### config.mk
export PLATFORM = sky130hd
export DESIGN_NAME = router_mux
export DESIGN_NICKNAME = d
export VERILOG_FILES = /design/src/rtl/router_pkg.sv /design/src/rtl/router_arbiter.sv /design/src/rtl/router_mux.sv
export SDC_FILE = /design/constraint.sdc
export NUM_CORES = 1
export LEC_CHECK = 0
export CAP_MARGIN = 20
export CORE_AREA = 2 2 149 151
export CTS_BUF_LIST = sky130_fd_sc_hd__clkbuf_16
export CTS_CLUSTER_DIAMETER = 30
export DETAILED_ROUTE_END_ITERATION = 10
export DIE_AREA = 0 0 151 153
export GPL_TIMING_DRIVEN = 1
export SLEW_MARGIN = 20
export SYNTH_ARGS = -nofsm -noshare
export SYNTH_HDL_FRONTEND = slang
export SYNTH_SLANG_ARGS = --single-unit
### constraint.sdc
create_clock -name CLK -period 2.63 [get_ports CLK]
set_clock_uncertainty 0.05 [all_clocks]
set_input_delay 0.526 -clock CLK [delete_from_list [all_inputs] [get_ports CLK]]
set_output_delay 0.526 -clock CLK [all_outputs]
set_load 0.005 [all_outputs]
### src/rtl/router_pkg.sv
// Shared types and widths for the router output mux.
// ROUTER_MUX_RR_EN selects round-robin over fixed-priority arbitration.
package router_pkg;

  localparam int DATA_W   = 64;
  localparam int DEST_W   = 8;
  localparam int NUMPORTS = 4;

  typedef struct packed {
    logic hdr;
    logic pld;
    logic sof;
    logic eof;
  } flit_flags_t;

  typedef enum logic {
    IDLE,
    BUSY
  } mux_state_t;

  function automatic int idx_w(int n);
    return (n > 1) ? $clog2(n) : 1;
  endfunction

endpackage

### src/rtl/router_arbiter.sv
// Request vector to one-hot grant for the output mux.
// ROUTER_MUX_RR_EN: rotating search pointer; otherwise lowest index wins.
module router_arbiter
  import router_pkg::*;
#(
  parameter  int Numports = NUMPORTS,
  localparam int IW       = idx_w(Numports)
) (
  input  logic                CLK,
  input  logic                RST,
  input  logic [Numports-1:0] req,
  input  logic                upd,
  output logic [Numports-1:0] gnt,
  output logic [IW-1:0]       idx,
  output logic                any
);

`ifdef ROUTER_MUX_RR_EN
  logic [IW-1:0] ptr;

  always_comb begin
    int j;
    logic [IW-1:0] jj;
    gnt = '0;
    idx = '0;
    any = 1'b0;
    j   = 0;
    jj  = '0;
    for (int k = 0; k < Numports; k++) begin
      j = int'(ptr) + k;
      if (j >= Numports) j = j - Numports;
      jj = IW'(j);
      if (!any && req[jj]) begin
        any     = 1'b1;
        gnt[jj] = 1'b1;
        idx     = jj;
      end
    end
  end

  // pointer lands just after the winner so it loses priority next round
  always_ff @(posedge CLK) begin
    if (!RST) begin
      ptr <= '0;
    end else if (upd && any) begin
      if (idx == IW'(Numports - 1)) ptr <= '0;
      else ptr <= idx + IW'(1);
    end
  end
`else
  logic unused_ok;
  assign unused_ok = ^{CLK, RST, upd};

  always_comb begin
    logic [IW-1:0] kk;
    gnt = '0;
    idx = '0;
    any = 1'b0;
    kk  = '0;
    for (int k = Numports - 1; k >= 0; k--) begin
      kk = IW'(k);
      if (req[kk]) begin
        gnt     = '0;
        gnt[kk] = 1'b1;
        idx     = kk;
        any     = 1'b1;
      end
    end
  end
`endif

endmodule

### src/rtl/router_mux.sv
// Output-port mux: arbitrates inputs addressed to PortNo, forwards flits.
// ROUTER_MUX_RR_EN enables round-robin arbitration (default fixed priority).
module router_mux
  import router_pkg::*;
#(
  parameter  int Numports = NUMPORTS,
  parameter  int PortNo   = 0,
  localparam int IW       = idx_w(Numports)
) (
  input  logic                             CLK,
  input  logic                             RST,
  input  logic [Numports-1:0][DATA_W-1:0]  D,
  input  logic [Numports-1:0][DEST_W-1:0]  DEST,
  input  logic [Numports-1:0]              DEST_VALID,
  input  logic [Numports-1:0]              D_HDR_VALID,
  input  logic [Numports-1:0]              D_PLD_VALID,
  input  logic [Numports-1:0]              D_SOF,
  input  logic [Numports-1:0]              D_EOF,
  input  logic                             Q_BP,
  output logic [Numports-1:0]              D_BP,
  output logic [Numports-1:0]              COLLISION,
  output logic [DATA_W-1:0]                Q,
  output logic                             Q_HDR_VALID,
  output logic                             Q_PLD_VALID,
  output logic                             Q_SOF,
  output logic                             Q_EOF
);

  mux_state_t          state;
  logic [IW-1:0]       gnt_q;
  logic [IW-1:0]       arb_idx;
  logic [IW-1:0]       cur;
  logic [Numports-1:0] req;
  logic [Numports-1:0] arb_gnt;
  logic [Numports-1:0] cur_gnt;
  logic                arb_any;
  logic                arb_upd;
  logic                have_g;
  logic                abort;
  logic                rel;
  flit_flags_t         fl;

  for (genvar i = 0; i < Numports; i++) begin : g_req
    assign req[i] = DEST_VALID[i] && (DEST[i] == DEST_W'(PortNo));
  end

  // arbitration only while idle and the output is free to accept
  assign arb_upd = (state == IDLE) && !Q_BP;

  router_arbiter #(
    .Numports(Numports)
  ) u_arb (
    .CLK(CLK),
    .RST(RST),
    .req(req),
    .upd(arb_upd),
    .gnt(arb_gnt),
    .idx(arb_idx),
    .any(arb_any)
  );

  always_comb begin
    cur     = gnt_q;
    cur_gnt = '0;
    have_g  = 1'b0;
    if (state == BUSY) begin
      cur_gnt[gnt_q] = 1'b1;
      have_g         = 1'b1;
    end else if (arb_upd && arb_any) begin
      cur     = arb_idx;
      cur_gnt = arb_gnt;
      have_g  = 1'b1;
    end
  end

  assign fl.hdr = D_HDR_VALID[cur];
  assign fl.pld = D_PLD_VALID[cur];
  assign fl.sof = D_SOF[cur];
  assign fl.eof = D_EOF[cur];

  assign abort = (state == BUSY) && !req[gnt_q];
  assign rel   = (state == BUSY) && !Q_BP && fl.eof && (fl.hdr || fl.pld);

  assign D_BP = RST ? ((req & ~cur_gnt) | (cur_gnt & {Numports{Q_BP}}))
                    : '0;

  always_ff @(posedge CLK) begin
    if (!RST) begin
      state       <= IDLE;
      gnt_q       <= '0;
      COLLISION   <= '0;
      Q           <= '0;
      Q_HDR_VALID <= 1'b0;
      Q_PLD_VALID <= 1'b0;
      Q_SOF       <= 1'b0;
      Q_EOF       <= 1'b0;
    end else begin
      COLLISION <= req & ~cur_gnt;

      unique case (state)
        IDLE: begin
          if (arb_upd && arb_any) begin
            gnt_q <= arb_idx;
            state <= BUSY;
          end
        end
        BUSY: begin
          if (abort || rel) state <= IDLE;
        end
        default: state <= IDLE;
      endcase

      // abort drops qualifiers even under backpressure; Q keeps last data
      if (abort) begin
        Q_HDR_VALID <= 1'b0;
        Q_PLD_VALID <= 1'b0;
        Q_SOF       <= 1'b0;
        Q_EOF       <= 1'b0;
      end else if (!Q_BP) begin
        if (have_g) begin
          Q           <= D[cur];
          Q_HDR_VALID <= fl.hdr;
          Q_PLD_VALID <= fl.pld;
          Q_SOF       <= fl.sof;
          Q_EOF       <= fl.eof;
        end else begin
          Q_HDR_VALID <= 1'b0;
          Q_PLD_VALID <= 1'b0;
          Q_SOF       <= 1'b0;
          Q_EOF       <= 1'b0;
        end
      end
    end
  end

endmodule

# Word level (Yosys, flattened, before mapping)
# Index checks and enable logic that the tools add are counted.
# word_totals
ff_bits	75
inputBits	311
# classes
n_lt_le_gt_ge	3
mux	39
bitwise	8
n_reduce_logical	21
# ops
cell	n
binary-select mux 64 bit (select 2 bit)	1
two-way mux 64 bit	1
zero test 8 bit	4
two-way mux 4 bit	7
two-way mux 1 bit	17
two-way mux 2 bit	6
logical AND 1 bit	11
binary-select mux 1 bit (select 2 bit)	5
AND 4 bit	2
less-than comparator 2 x 3 -> 1 bit (second input constant)	2
inverter 1 bit	4
inverter 4 bit	1
bitwise OR 4 bit	1
AND reduction 3 bit	1
demux 1 bit (select 2 bit)	1
>= comparator 2 x 1 -> 1 bit (second input constant)	1
zero test 1 bit	2
logical OR 1 bit	2
case mux 1 bit (2 select lines)	1
OR reduction 2 bit	1

# Depth between registers and ports, before layout
# depth
word_depth	16
ltp_mapped	9
mapped_depth_nobuf	7

# Cells and area by module
# A second synthesis with hierarchy kept.
# hier_totals
hier_cells	698
area_unflattened_um2	5728.0
# modules_own_cells
mod	instances	cells_per_inst	area_per_inst_um2	seq_area_each_um2
router_mux	1	687	5666.7	1501.4
router_arbiter	1	11	61.3	0.0

# Worst setup path after synthesis
# No wires, ideal clock.
# synth_path
kind	input -> register
startpoint	input port DEST[4] in the netlist's numbering
endpoint	register Q[53]
setup_time_ns	0.083
arrival_ns	2.122
t_required_ns	2.497
setup_slack_ns	0.375
cell_stages	8
path_buffers	2
cell_sequence	nor4b_2 nand3_1 mux2i_1 a221oi_1 or3_1 buf_6 buf_6 o221ai_1
# synth_between
elab_chain_len	8
# synth_rtl
item	line	source
start, declared	router_mux.sv:13	input logic [Numports-1:0][DEST_W-1:0] DEST,
zero test 8 bit (*)	router_mux.sv:44	assign req[i] = DEST_VALID[i] && (DEST[i] == DEST_W'(PortNo));
logical AND 1 bit (*)	router_mux.sv:44	
two-way mux 1 bit or binary-select mux 1 bit (select 2 bit) (tied branches)	router_arbiter.sv:62, router_mux.sv:81	
logical AND 1 bit or two-way mux 1 bit (tied branches)	router_mux.sv:69, router_mux.sv:81	
two-way mux 2 bit or zero test 1 bit (tied branches)	-	
two-way mux 2 bit or logical AND 1 bit (tied branches)	-	
binary-select mux 64 bit (select 2 bit) or inverter 1 bit (tied branches)	-	
two-way mux 64 bit (not written as such) or AND reduction 3 bit (tied branches)	-	
end signal, assigned	router_mux.sv:121	Q <= D[cur];
end, declared	router_mux.sv:22	output logic [DATA_W-1:0] Q,
# Mark *: on every way between the ends. The rest lies on a longest branch, timed or not. The select of a mux whose other input is x is not followed.
# A chain may end at the register's enable or synchronous reset.

# Worst setup path in the final report
# layout_path
startpoint	input port Q_BP
endpoint	register Q[13]
# layout_between
elab_chain_len	7
# layout_rtl
item	line	source
start, declared	router_mux.sv:19	input logic Q_BP,
zero test 1 bit	-	
logical AND 1 bit	router_mux.sv:48	assign arb_upd = (state == IDLE) && !Q_BP;
logical AND 1 bit	router_mux.sv:69	end else if (arb_upd && arb_any) begin
two-way mux 2 bit (2 in a row)	-	
binary-select mux 64 bit (select 2 bit)	router_mux.sv:121	
two-way mux 64 bit (not written as such)	router_mux.sv:121	
# Several ways; a longest one is shown, not always the timed one. The select of a mux whose other input is x is not followed.

==> results by group <==
Pwr
  • Combinational cell fraction of total power: 0.217
  • Register share of total power: 0.363
  • Cell internal power dissipation: 0.00245 W
  • Leakage power figure: 4.64 nW
  • Power per standard cell area: 311 nW/um^2
  • Net Switching: 0.000690 W
  • Overall Power: 0.00314 W
  • Clock Power Share: 0.420
  • Worst vdd rail ir drop: 0.282 mV
  • Switching part of the total: 0.220

Layout
  • Number of nets in the layout: 1231
  • Ratio of cells with drive above 1 in the final layout: 0.176
  • Highest-count cells in the layout ignoring fill and taps: sky130_fd_sc_hd__clkdlybuf4s50_1, sky130_fd_sc_hd__mux2i_1, sky130_fd_sc_hd__nand2_1, sky130_fd_sc_hd__dfxtp_1, sky130_fd_sc_hd__buf_4
  • Leading cell type in the layout, fill and taps excluded: sky130_fd_sc_hd__clkdlybuf4s50_1
  • Area occupied by registers: 1500 sq um
  • Post-Route Utilization: 0.469
  • Layout overhead on the synthesized area: 119%
  • Antenna Cells: 0
  • Fill cell instance count of the final layout: 2052
  • Combined area of the multi-input logic cells: 3120 sq um

Die
  • Core Box Area: 21500 sq um
  • Number of top-level design ports: 387
  • Starting utilization of the core area: 0.215
  • Die span in y: 153 um
  • Site row count: 54
  • Floorplan die width: 151 um
  • DIE AREA: 23100 sq um

Clock network
  • Clock sink count: 75
  • Maximum clock insertion buffer count: 2
  • Hold-fix buffers at CTS: 0
  • Clock input transition at the sequential cells of the worst setup and hold paths: 0.05 ns
  • Number of buffers inserted during clock tree synthesis: 9
  • Clock H-tree levels: 3
  • CTS root buffer: sky130_fd_sc_hd__clkbuf_16
  • Clock insertion delay at the later pin of the skew report: 0.33 ns
  • CTS tree: done

STA
  • Worst slew pin tran: 0.538 ns
  • RSZ-0062 raised after global routing: no
  • Achievable Freq: 390 MHz
  • Slack of the critical path: 0.0684 ns
  • Min cycle time layout: 2.56 ns
  • Final hold violations: 0
  • Period utilization: 0.974
  • Setup violators final: 0
  • Final-report max-slew violation count: 0
  • Slew headroom: 0.641

Critical path
  • Arrival time of the worst setup path: 2.71 ns
  • Startpoint type of the worst setup path: input pin
  • Critical path origin: Q_BP
  • Slack of the worst reg-to-reg path: 0.34 ns
  • Path type of the worst setup path: in2reg
  • Worst r2r path cells: 9
  • Critical-path maximum fanout: 6
  • Critical path data required time: 2.78 ns
  • Startpoint of the worst-slack reg-to-reg timing path: state$_SDFF_PN0_
  • Endpoint of the worst-slack reg-to-reg timing path: Q[13]$_SDFFE_PN0P_
  • Kind of capture point of the worst setup path: flip-flop

GRT
  • Antenna violations before repair: 0
  • First-pass GRT wire length: 29900 um
  • Leftover overflow at the end of global routing: 0
  • Maximum number of pins on one net before global-route repair: 35
  • Vias in the first global route: 5404
  • GRT Util Overall: 0.167

Logic synthesis
  • Main area contributors after synthesis: sky130_fd_sc_hd__dfxtp_1, sky130_fd_sc_hd__mux2i_1, sky130_fd_sc_hd__o221ai_1
  • Cell type with the largest total area after synthesis: sky130_fd_sc_hd__dfxtp_1
  • Mean post-synth cell area: 9.59 sq um
  • Cell variety after synth: 51
  • Share of synthesized registers carrying an async set or reset: 0
  • Syn. warnings: 0
  • Flip-flop and latch count after synthesis: 75
  • Sequential share of the synthesized area: 0.325
  • Number of instances in the synthesized netlist: 481
  • Post-Synthesis Net Count: 792
  • Cell area after synthesis: 4610 sq um
  • Area fraction of the dominant cell type after synthesis: 0.325
  • Number of enable flip-flop cells after synthesis: 0
  • Primary flip-flop cell chosen by synthesis mapping: sky130_fd_sc_hd__dfxtp_1

Route
  • Via count normalized by instance count: 4.57
  • Pre-Repair DR Iteration Count: 4
  • Number of nets with antenna violations after detailed routing: 0
  • Drt total wl: 21500 um
  • Post-route DRC: 0
  • WL per Instance: 17.9 um
  • Number of DRC markers in iteration 0: 171
  • Total via count in the routed design: 5502

Placed design
  • Gpl congestion: 0.907
  • Worst setup slack before clock tree synthesis: -0.483 ns
  • Number of port buffers: 386
  • Detailed placer's ending HPWL: 16200 um

Run
  • Count of max-cap constraint violations: 0

Hold path
  • Cell depth of the worst min-delay path: 2
  • Endpoint of the worst hold path: Q[13]$_SDFFE_PN0P_
  • Class of the tightest hold or removal check: reg2reg
  • Hold wc startpoint: Q[13]$_SDFFE_PN0P_

Outcome
  • Result of the run: finished, final reports clean
[area by class of cell]
cell class / count / share of cell area
Clock buffer: 9 / 0.0223
Clock inverter: 5 / 0.00794
Inverter: 4 / 0.00149
Multi-Input combinational cell: 361 / 0.309
Sequential cell: 75 / 0.149
Tap cell: 280 / 0.0347
Timing Repair Buffer: 469 / 0.475
[power by group through the flow]
stage	sequential, W	combinational [W]	clock (W)
6_report	0.00114	0.000680	0.00132
5_1_grt	0.00114	0.000723	0.00141
4_1_cts	0.00114	0.000658	0.00136
3_5_place_dp	0.00117	0.000653	0
3_3_place_gp	0.00117	0.000653	0
2_1_floorplan	0.00117	0.000118	0
[kinds of logic (layout without fill, tap and decap cells)]
logic type             after synthesis  in the layout  share of synthesized area
multiplexers                       138            138                      0.302
AND/OR/NAND/NOR                    124            124                      0.129
AO/OA/AOI/OAI                       99             99                      0.190
flip-flops                          75             75                      0.325
buffers and inverters               45            487                     0.0537
[state kept, by name (all words and copies together) (netlist names)]
name,flops
COLLISION,4
Q,64
Q_EOF,1
Q_HDR_VALID,1
Q_PLD_VALID,1
Q_SOF,1
gnt_q,2
state,1
[cell usage after synthesis (2+ instances only)]
cell	number
sky130_fd_sc_hd__dfxtp_1	75
sky130_fd_sc_hd__o21a_1	2
sky130_fd_sc_hd__nand3_1	3
sky130_fd_sc_hd__nand2_1	77
sky130_fd_sc_hd__and3_1	4
sky130_fd_sc_hd__o21ai_0	3
sky130_fd_sc_hd__o211ai_1	3
sky130_fd_sc_hd__a32o_1	4
sky130_fd_sc_hd__nor3_1	6
sky130_fd_sc_hd__buf_1	4
sky130_fd_sc_hd__and2_1	2
sky130_fd_sc_hd__buf_2	21
sky130_fd_sc_hd__inv_1	3
sky130_fd_sc_hd__nor2b_1	4
sky130_fd_sc_hd__a21oi_1	6
sky130_fd_sc_hd__nand3_2	2
sky130_fd_sc_hd__o221ai_1	56
sky130_fd_sc_hd__clkbuf_1	9
sky130_fd_sc_hd__nor2_1	13
sky130_fd_sc_hd__mux2i_1	136
sky130_fd_sc_hd__o221ai_2	7
sky130_fd_sc_hd__nor4_4	2
sky130_fd_sc_hd__nand4_1	3
sky130_fd_sc_hd__o21ai_2	2
sky130_fd_sc_hd__a31oi_1	2
sky130_fd_sc_hd__buf_6	7
[worst max-delay path: stages]
cell	delay, ns
sky130_fd_sc_hd__clkdlybuf4s50_1	0.47
sky130_fd_sc_hd__nor2_2	0.22
sky130_fd_sc_hd__nand4_1	0.18
sky130_fd_sc_hd__a2bb2oi_2	0.20
sky130_fd_sc_hd__buf_4	0.13
sky130_fd_sc_hd__o21ai_4	0.15
sky130_fd_sc_hd__clkbuf_16	0.23
sky130_fd_sc_hd__buf_12	0.12
sky130_fd_sc_hd__mux2i_1	0.30
sky130_fd_sc_hd__o221ai_1	0.16
[how the worst max path moves through the flow]
stage	slack [ns]	to
5_1_grt	0.007	Q[40]$_SDFFE_PN0P_
6_report	0.07	Q[13]$_SDFFE_PN0P_
4_1_cts	0.007	D_BP[3]
3_3_place_gp	-0.47	D_BP[3]
3_5_place_dp	-0.48	Q[27]$_SDFFE_PN0P_
2_1_floorplan	0.38	Q[53]$_SDFFE_PN0P_
[timing repair]
item / CTS / global route
pin swaps: 11 / 19
setup endpoints to repair: 68 / 73
gates cloned: 0 / 5
resized for setup: 31 / 65
buffers inserted: 4 / 16
[metal layers]
metal	GRT usage	routed length [um]	up-vias
met2	0.287	10600	230
met5	0	0	-
met3	0.0442	1780	23
met4	0.0534	345	0
li1	-	-	2721
met1	0.202	8760	2528
[through the flow]
step                      setup TNS, ns  hold slack (ns)  cell area [sq um]  instances
after detailed placement         -32.23            0.398               9150       1164
final                                 0            0.410              10100       1203
after global routing                  0            0.433              10100       1203
after CTS                             0            0.413               9520       1182
after global placement           -28.66            0.392               9150       1164
after floorplan                       0            0.407               4610        481
No activity file was read; power rests on OpenSTA's default activity.
